<file path="src/rtl/vmode_sched.sv">
// Frame-synchronous commit of vertical sync mode configuration (mono/ntsc/interlace)
// with interlace field tracking and a line-count watchdog. Optional: VMODE_FRAMECNT_EN.
module vmode_sched #(
  parameter int TIMEOUT_LINES = 600,
  parameter int CNT_W         = 10
) (
  input  logic       clk32,
  input  logic       reset,
  input  logic       vertclk_en,
  input  logic       iivsync,
  input  logic       cfg_we,
  input  logic [1:0] cfg_res,
  input  logic       cfg_ntsc,
  input  logic       cfg_ilace,
  output logic       mde1,
  output logic       mde1b,
  output logic       ntsc,
  output logic       interlace,
  output logic       field,
  output logic       busy,
  output logic       vs_start,
`ifdef VMODE_FRAMECNT_EN
  output logic [15:0] frame_cnt,
  output logic        commit_pulse,
`endif
  output logic       timeout
);

  typedef enum logic [1:0] {IDLE, PENDING, COMMIT} state_t;

  localparam logic [CNT_W-1:0] CNT_LAST = CNT_W'(TIMEOUT_LINES - 1);

  state_t           state_reg, state_next;
  logic [2:0]       pend_reg, pend_next;   // {mono, ntsc, interlace}
  logic [2:0]       mode_reg, mode_next;
  logic [CNT_W-1:0] cnt_reg, cnt_next;
  logic             field_reg, field_next;
  logic             timeout_reg, timeout_next;
  logic             vs_q_reg, vs_start_reg;
  logic             vs_fall;
  logic             res_mono;
  logic [2:0]       cfg_word;

  // Reserved resolution 3 decodes as mono.
  assign res_mono = (cfg_res == 2'd2) || (cfg_res == 2'd3);
  assign cfg_word = {res_mono, cfg_ntsc, cfg_ilace};
  assign vs_fall  = vs_q_reg & ~iivsync;

  always_comb begin
    state_next   = state_reg;
    pend_next    = pend_reg;
    mode_next    = mode_reg;
    cnt_next     = cnt_reg;
    timeout_next = timeout_reg;
    case (state_reg)
      IDLE: begin
        if (cfg_we) begin
          pend_next    = cfg_word;
          timeout_next = 1'b0;
          cnt_next     = '0;
          state_next   = PENDING;
        end
      end
      PENDING: begin
        if (cfg_we) begin
          pend_next    = cfg_word;
          timeout_next = 1'b0;
          cnt_next     = '0;
        end
        if (vs_fall) begin
          state_next = COMMIT;
        end else if (vertclk_en && !cfg_we) begin
          if (cnt_reg == CNT_LAST) begin
            timeout_next = 1'b1;
            state_next   = COMMIT;
          end else begin
            cnt_next = cnt_reg + 1'b1;
          end
        end
      end
      COMMIT: begin
        mode_next  = pend_reg;
        state_next = IDLE;
        // A write landing on the commit cycle queues for the next frame.
        if (cfg_we) begin
          pend_next    = cfg_word;
          timeout_next = 1'b0;
          cnt_next     = '0;
          state_next   = PENDING;
        end
      end
      default: state_next = IDLE;
    endcase
  end

  always_comb begin
    field_next = field_reg;
    if (vs_fall) begin
      field_next = mode_reg[0] ? ~field_reg : 1'b0;
    end
    if (state_reg == COMMIT && !pend_reg[0]) begin
      field_next = 1'b0;
    end
  end

  always_ff @(posedge clk32) begin
    if (reset) begin
      state_reg    <= IDLE;
      pend_reg     <= '0;
      cnt_reg      <= '0;
      field_reg    <= 1'b0;
      timeout_reg  <= 1'b0;
      vs_q_reg     <= 1'b1;
      vs_start_reg <= 1'b0;
    end else begin
      state_reg    <= state_next;
      pend_reg     <= pend_next;
      cnt_reg      <= cnt_next;
      field_reg    <= field_next;
      timeout_reg  <= timeout_next;
      vs_q_reg     <= iivsync;
      vs_start_reg <= vs_fall;
    end
  end

  genvar gi;
  generate
    for (gi = 0; gi < 3; gi++) begin : g_mode
      always_ff @(posedge clk32) begin
        if (reset) begin
          mode_reg[gi] <= 1'b0;
        end else begin
          mode_reg[gi] <= mode_next[gi];
        end
      end
    end
  endgenerate

`ifdef VMODE_FRAMECNT_EN
  logic [15:0] frame_cnt_reg;

  always_ff @(posedge clk32) begin
    if (reset) begin
      frame_cnt_reg <= '0;
    end else if (vs_fall) begin
      frame_cnt_reg <= frame_cnt_reg + 16'd1;
    end
  end

  assign frame_cnt    = frame_cnt_reg;
  assign commit_pulse = (state_reg == COMMIT);
`endif

  assign mde1      = mode_reg[2];
  assign mde1b     = ~mode_reg[2];
  assign ntsc      = mode_reg[1];
  assign interlace = mode_reg[0];
  assign field     = field_reg;
  assign busy      = (state_reg != IDLE);
  assign vs_start  = vs_start_reg;
  assign timeout   = timeout_reg;

endmodule

</file>
<file path="config.mk">
export PLATFORM = sky130hd
export DESIGN_NAME = vmode_sched
export DESIGN_NICKNAME = d
export VERILOG_FILES = /design/src/rtl/vmode_sched.sv
export SDC_FILE = /design/constraint.sdc
export NUM_CORES = 1
export LEC_CHECK = 0
export ABC_AREA = 1
export BUFFER_PORTS_ARGS = -buffer_cell sky130_fd_sc_hd__buf_2
export CORE_ASPECT_RATIO = 1.2
export CORE_MARGIN = 5
export CORE_UTILIZATION = 59
export CTS_CLUSTER_DIAMETER = 30
export DETAILED_ROUTE_END_ITERATION = 6
export PLACE_DENSITY = 0.82
export SLEW_MARGIN = 20
export SYNTH_ARGS = -nofsm -noshare
export SYNTH_HDL_FRONTEND = slang
export SYNTH_SLANG_ARGS = --single-unit
</file>
<file path="constraint.sdc">
create_clock -name clk32 -period 3.5 [get_ports clk32]
set_clock_uncertainty 0.1 [all_clocks]
set_input_delay 0.35 -clock clk32 [delete_from_list [all_inputs] [get_ports clk32]]
set_output_delay 0.35 -clock clk32 [all_outputs]
set_load 0.03 [all_outputs]
</file>
==> results of run 1 <==
## metal layers
metal	part of all wire (%)	wire length, um	up-vias	track usage (%)
li1	-	-	603	-
met1	42	1172	552	22.61
met2	51	1435	40	37.52
met3	4.7	131	7	2.993
met4	2.3	65	0	11.61
met5	0	0	-	0
## critical path: stages (launching register included)
cell     delay, ns
dfxtp_1       0.45
or2_2         0.33
buf_2         0.18
## cell type report
type / instances / area, sq um / area share, %
multi-input combinational: 127 / 683.2 / 50.60
timing repair buffer: 15 / 75.07 / 5.561
tap: 20 / 25.02 / 1.854
inverter: 24 / 90.09 / 6.673
clock buffer: 4 / 36.28 / 2.688
sequential: 22 / 440.4 / 32.62
## power by group
part | internal [uW] | total, uW | leakage (uW) | switching, uW
logic | 21.8 | 73.7 | 0.000391 | 51.9
clock network | 63.8 | 146 | 0.0000210 | 82.0
registers | 261 | 271 | 0.000180 | 9.70
## Yosys cell counts (3+ instances only)
cell type,instances
nand3_1,7
dfxtp_1,22
nand2_1,29
nor2_1,26
nand4_1,8
nor3_1,3
inv_1,19
a21oi_1,13
o21ai_0,11
nor2_2,6
nand2_2,5
a31oi_1,3
inv_2,4
nor2_4,4
## metrics by stage
step           power, uW  instance area [sq um]  setup WS (ns)  std cells
6_report           490.2                   1350          1.762        212
5_1_grt            509.6                   1350          1.617        212
4_1_cts            491.0                   1350          1.774        212
3_5_place_dp       348.7                   1314          1.837        208
3_3_place_gp       345.7                   1314          1.874        208
2_1_floorplan      329.1                   1242          2.063        177
## kinds of logic (layout without fill, tap and decap cells)
kind of cell             count (synthesis)  count (layout)  share of synthesized area [%]
AO/OA/AOI/OAI                           31              31                          13.39
buffers and inverters                   28              43                          9.567
flip-flops                              22              22                          35.45
adder cells (fa/ha/maj)                  1               1                          1.007
AND/OR/NAND/NOR                         95              95                          40.58
## path summary, 6_finish.rpt
check / to / cells after the start / startpoint / slack [ns]
setup / recovery: busy / 2 / state_reg[0] / 1.76
hold / removal: vs_q_reg / 3 / iivsync / 0.10
setup reg to reg: state_reg[0] / 8 / cnt_reg[1] / 1.81
hold reg to reg: mde1 / 2 / mde1 / 0.39
==> key figures, run 1 <==
Global route
  – Vias in the first global route: 1174
  – Initial antenna violation count: 0
  – Gr usage total: 20.69%
  – Largest net degree at the start of global routing: 17
  – Global-route wire length before repair: 4899 um
  – GRT Residual Overflow: 0

Yosys
  – Synthesized Nets: 187
  – Synth Area per Inst: 7.019 sq um
  – Yosys warns: 0
  – Yosys top cell area share: 35.45%
  – Ranking of synthesized cells by area: dfxtp_1 35%, nand2_1 8.8%, nor2_1 7.9%
  – Area leader, netlist: dfxtp_1
  – Post-synth EDFFs: 0
  – Asr flop ratio synth: 0%
  – Synth Register Bits: 22
  – Count of cell types in the netlist: 27
  – Mapped cell area: 1242 sq um
  – Sequential share of the synthesized area: 35.45%
  – Cells after Synth: 177
  – Synth Flop Type: dfxtp_1

Route
  – WL/cell: 13.23 um
  – DRC violations left: 0
  – Routed via count: 1202
  – 1st-iter DRT viols: 48
  – Final WL: 2805 um
  – DR vias/cell: 5.670
  – First-pass iteration count of the detailed router: 4
  – Post-route ant nets: 0

STA
  – RSZ-0062 raised after global routing: false
  – Max-slew violation count: 0
  – Slew HR: 67.51%
  – Hold Fails Final Rpt: 0
  – Fmax: 575.4 MHz
  – Final worst path period need: 1.738 ns
  – Setup violators final: 0
  – Fin crit share: 49.66%
  – Slew @ Worst Pin: 0.4869 ns
  – Fin Hold WS: 0.1028 ns
  – TNS Setup: 0 ns

Placed design
  – DP Wirelength: 2105 um
  – I/O Buffers: 15
  – Routability cong.: 0.8160

Layout
  – Final nets: 203
  – Antenna Cells: 0
  – P&R area growth vs syn: 8.660%
  – # fillers: 184
  – Commonest cells after routing, fill and taps aside: 29 x nand2_1, 26 x nor2_1, 22 x dfxtp_1, 19 x inv_1, 15 x buf_2
  – Max reg flops: 10
  – Most common cell after layout, fill and taps aside: nand2_1
  – Layout cell share with drive strength beyond 1: 24.48%
  – Fin util: 66.60%

Setup path
  – CP endpoint kind: output pin
  – Maximum fanout along the worst path: 9
  – Critical Path AT: 1.29 ns
  – Crit start category: flip-flop
  – Critical Path RT: 3.05 ns
  – Critical path class: flip-flop to output pin

Clocking
  – Hold buffers post-CTS: 0
  – CTS Sinks: 22
  – Root buf cell: clkbuf_4
  – Clock-pin slew on the worst setup and hold paths: 0.12 ns
  – CTS Buf Count: 3
  – Worst-case clock buffer depth: 2
  – Postcts setup bufs: 0
  – H-tree depth: 1
  – PostCTS Resize Cnt: 0
  – TritonCTS clock tree: yes
  – Worst-Skew Late Latency: 0.33 ns

Floorplanning
  – Die Y: 60.27 um
  – Die area: 3127 sq um
  – # IOs: 17
  – Core Region: 2027 sq um
  – Row count: 18
  – Starting Density: 61.30%
  – Overall die width: 51.89 um

Power
  – Leak: 0.0005917 uW
  – PwrDens: 363.1 nW/um^2
  – Maximum vdd drop: 0.2732 mV

Status
  – Status: finished clean

Flow run
  – Max Cap Violations: 0

Min path
  – Hold/Removal Path Class: input port to flip-flop
(Power assumes the default switching activity.)
==> inputs of run 2 (changes only) <==
--- a/config.mk
+++ b/config.mk
@@ -5,14 +5,14 @@
 export SDC_FILE = /design/constraint.sdc
 export NUM_CORES = 1
 export LEC_CHECK = 0
-export ABC_AREA = 1
+export ABC_AREA = 0
 export BUFFER_PORTS_ARGS = -buffer_cell sky130_fd_sc_hd__buf_2
 export CORE_ASPECT_RATIO = 1.2
 export CORE_MARGIN = 5
-export CORE_UTILIZATION = 59
+export CORE_UTILIZATION = 54
 export CTS_CLUSTER_DIAMETER = 30
 export DETAILED_ROUTE_END_ITERATION = 6
-export PLACE_DENSITY = 0.82
+export PLACE_DENSITY = 0.77
 export SLEW_MARGIN = 20
 export SYNTH_ARGS = -nofsm -noshare
 export SYNTH_HDL_FRONTEND = slang
==> constraint.sdc (replaced) <==
create_clock -name clk32 -period 1.8 [get_ports clk32]
set_clock_uncertainty 0.1 [all_clocks]
set_input_delay 0.18 -clock clk32 [delete_from_list [all_inputs] [get_ports clk32]]
set_output_delay 0.18 -clock clk32 [all_outputs]
set_load 0.03 [all_outputs]
==> run 2 against run 1 <==
Against the previous run:
- global-route usage down 3.6 points
- flip-flop and latch count unchanged
- first-iteration DRC count down 52%
- critical endpoint is now cnt_reg[0]
- final cell count down 21%
- clock power rose to 2.6 times the previous value
- register-to-register slack worse by 1.8 ns
- power up 98%
- sequential share of layout area up 2.2 points
==> key figures, run 2 <==
Clocking
  – Root buf cell: clkbuf_4
  – Clock-pin slew on the worst setup and hold paths: 0.12 ns
  – Postcts setup bufs: 0
  – CTS Buf Count: 3
  – Worst-Skew Late Latency: 0.31 ns
  – Worst-case clock buffer depth: 2
  – H-tree depth: 1
  – TritonCTS clock tree: yes
  – CTS Sinks: 22

Yosys
  – Cells after Synth: 123
  – Area leader, netlist: dfxtp_1
  – Ranking of synthesized cells by area: dfxtp_1 42%, nand2_1 5.4%, a21oi_1 5.3%
  – Yosys top cell area share: 42.31%
  – Synth top cells by count: 22 x dfxtp_1, 15 x nand2_1, 12 x nor2_1
  – Mapped cell area: 1041 sq um
  – Synth Flop Type: dfxtp_1
  – Synth Area per Inst: 8.463 sq um
  – Yosys warns: 0
  – Asr flop ratio synth: 0%
  – Synthesized Nets: 133
  – Post-synth EDFFs: 0
  – Count leader, synth: dfxtp_1
  – Synth Register Bits: 22
  – Sequential share of the synthesized area: 42.31%
  – Count of cell types in the netlist: 35

Power
  – Maximum vdd drop: 0.7404 mV
  – Leak: 0.0005161 uW
  – PwrDens: 763.3 nW/um^2
  – Seq pwr share: 52.0%
  – Sw Pwr: 212.8 uW
  – Internal power: 759.4 uW
  – Net switching share of the total power: 21.88%
  – Clock share of power: 38.6%
  – Comb pwr share: 9.4%

Placed design
  – I/O Buffers: 15
  – Routability cong.: 0.8846
  – DP Wirelength: 1658 um

Setup path
  – Crit Reg-Reg Endpoint: cnt_reg[0]
  – Critical Path RT: 1.96 ns
  – R2R cell count: 5
  – Crit start category: flip-flop
  – R2R Setup Slk: 0.04 ns
  – Critical Path AT: 1.91 ns
  – Critical path class: flip-flop to flip-flop
  – Slowest CP cell: or4b_4
  – Maximum fanout along the worst path: 5
  – R2r startpoint: cnt_reg[3]
  – Crit-path cells: or4b_4, nor3_4, nor2_2, mux2_4, nor2_2
  – Delay of the slowest critical-path stage: 0.55 ns
  – Cell mode on critical path: nor2_2
  – CP endpoint kind: flip-flop

Global route
  – GRT Residual Overflow: 0
  – Largest net degree at the start of global routing: 24
  – Gr usage total: 17.10%
  – Initial antenna violation count: 0
  – Global-route wire length before repair: 3988 um
  – Vias in the first global route: 901

Floorplanning
  – Overall die width: 50.08 um
  – Die Y: 58.10 um
  – Core Region: 1851 sq um
  – Starting Density: 56.25%
  – # IOs: 17
  – Row count: 17
  – Die area: 2909 sq um

STA
  – Fin crit share: 97.59%
  – RSZ-0062 raised after global routing: true
  – Setup violators final: 0
  – TNS Setup: 0 ns
  – Fin Hold WS: 0.08617 ns
  – Hold Fails Final Rpt: 0
  – Slew HR: 67.49%
  – Max-slew violation count: 0
  – Slew @ Worst Pin: 0.4877 ns
  – Fmax: 569.3 MHz
  – Final worst path period need: 1.757 ns

Layout
  – Antenna Cells: 0
  – Layout cell share with drive strength beyond 1: 23.65%
  – Most common cell after layout, fill and taps aside: dfxtp_1
  – Commonest cells after routing, fill and taps aside: 20 x dfxtp_1, 15 x nand2_1, 15 x buf_2, 12 x nor2_1, 11 x a21oi_1
  – Final nets: 159
  – Max reg flops: 10
  – P&R area growth vs syn: 22.36%

Route
  – Highest metal used: met4
  – WL/cell: 13.91 um
  – Metal2 WL: 1150 um
  – Wl on met1: 1046 um
  – Wire length on met3: 120 um
  – First-pass iteration count of the detailed router: 4
  – DRC violations left: 0
  – 1st-iter DRT viols: 23
  – Post-route ant nets: 0
  – Final WL: 2323 um
  – Routed via count: 981
  – DR vias/cell: 5.874

Min path
  – Hold/Removal Path Class: input port to flip-flop
  – Min-Delay Endpoint: cnt_reg[7]
  – Worst hold path startpoint: cfg_we
  – Hold depth: 2

Flow run
  – Max Cap Violations: 0

Status
  – Status: finished clean
==> run 2: changes by cell type after synthesis, sizes merged, moves of 3 or more <==
cell    delta
a31oi      -3
nand2     -20
nand3      -8
a21oi      -4
nor2      -22
a211oi     +4
inv       -19
nand2b     +5
buf        -3
nand4      -7
o21ai      -9
nor2b      +4
==> run 2: power groups by stage <==
stage	logic, uW	clock network [uW]	registers (uW)
floorplan	54.2	0	517
global placement	81.5	0	516
detailed placement	83.2	0	516
CTS	89.9	384	505
global route	101	413	508
finish	91.6	375	506
==> run 2: kinds of logic (layout without fill, tap and decap cells) <==
| group | count (synthesis) | count (layout) | synth area share, % |
|---|---|---|---|
| xor gates and xnor gates | 3 | 3 | 2.524 |
| AOI/OAI and AO/OA | 29 | 29 | 17.91 |
| muxes | 3 | 3 | 3.365 |
| and+or+nand+nor | 58 | 58 | 30.17 |
| adders and majority gates | 1 | 1 | 1.202 |
| buffers and inverters | 7 | 32 | 2.524 |
| DFF | 22 | 22 | 42.31 |
==> run 2: metrics by stage <==
stage                     power, uW  instances  util [%]  setup slack (ns)  instance area, sq um
final                         972.2        167     68.83           0.04343                  1274
after CTS                     979.3        167     68.02           0.03852                  1259
after floorplan               571.3        123         -           0.07205                  1041
after global routing           1022        167     68.83        -0.0008549                  1274
after global placement        597.0        159     63.02           0.09577                  1166
after detailed placement      599.4        159     63.02           0.07237                  1166
==> run 2: how the worst max path moves through the flow <==
stage	start	endpoint	slack, ns	cells after the start
CTS	cnt_reg[3]	cnt_reg[0]	0.04	5
global route	cnt_reg[3]	state_reg[0]	-0.0009	6
detailed placement	cnt_reg[3]	cnt_reg[0]	0.07	5
floorplan	cnt_reg[3]	cnt_reg[0]	0.07	5
finish	cnt_reg[3]	cnt_reg[0]	0.04	5
global placement	cnt_reg[3]	cnt_reg[0]	0.1	5
==> run 2: metal layers <==
layer	vias up	track usage, %
li1	493	-
met1	453	23.19
met2	33	26.39
met3	2	3.342
met4	0	6.742
met5	-	0
==> run 2: area by class of cell <==
| cell class | count | area [sq um] |
|---|---|---|
| Sequential cell | 22 | 442.9 |
| Tap cell | 19 | 23.77 |
| Clock buffer | 3 | 22.52 |
| Multi-Input combinational cell | 94 | 586.8 |
| Inverter | 4 | 15.01 |
| Clock inverter | 1 | 30.03 |
| Timing Repair Buffer | 24 | 152.6 |
| Fill cell | 159 | 576.8 |
==> run 2: critical path, delay by kind of cell, from the launching register on <==
kind	cells	cell delay [ns]
muxes	1	0.31
and+or+nand+nor	4	0.93
DFF	1	0.37
==> run 2: timing repair <==
action                     in CTS  in global routing
setup endpoints to repair       0                  6
hold endpoints to repair        4                  0
hold buffers                    4                  0
gates resized for setup         0                  4
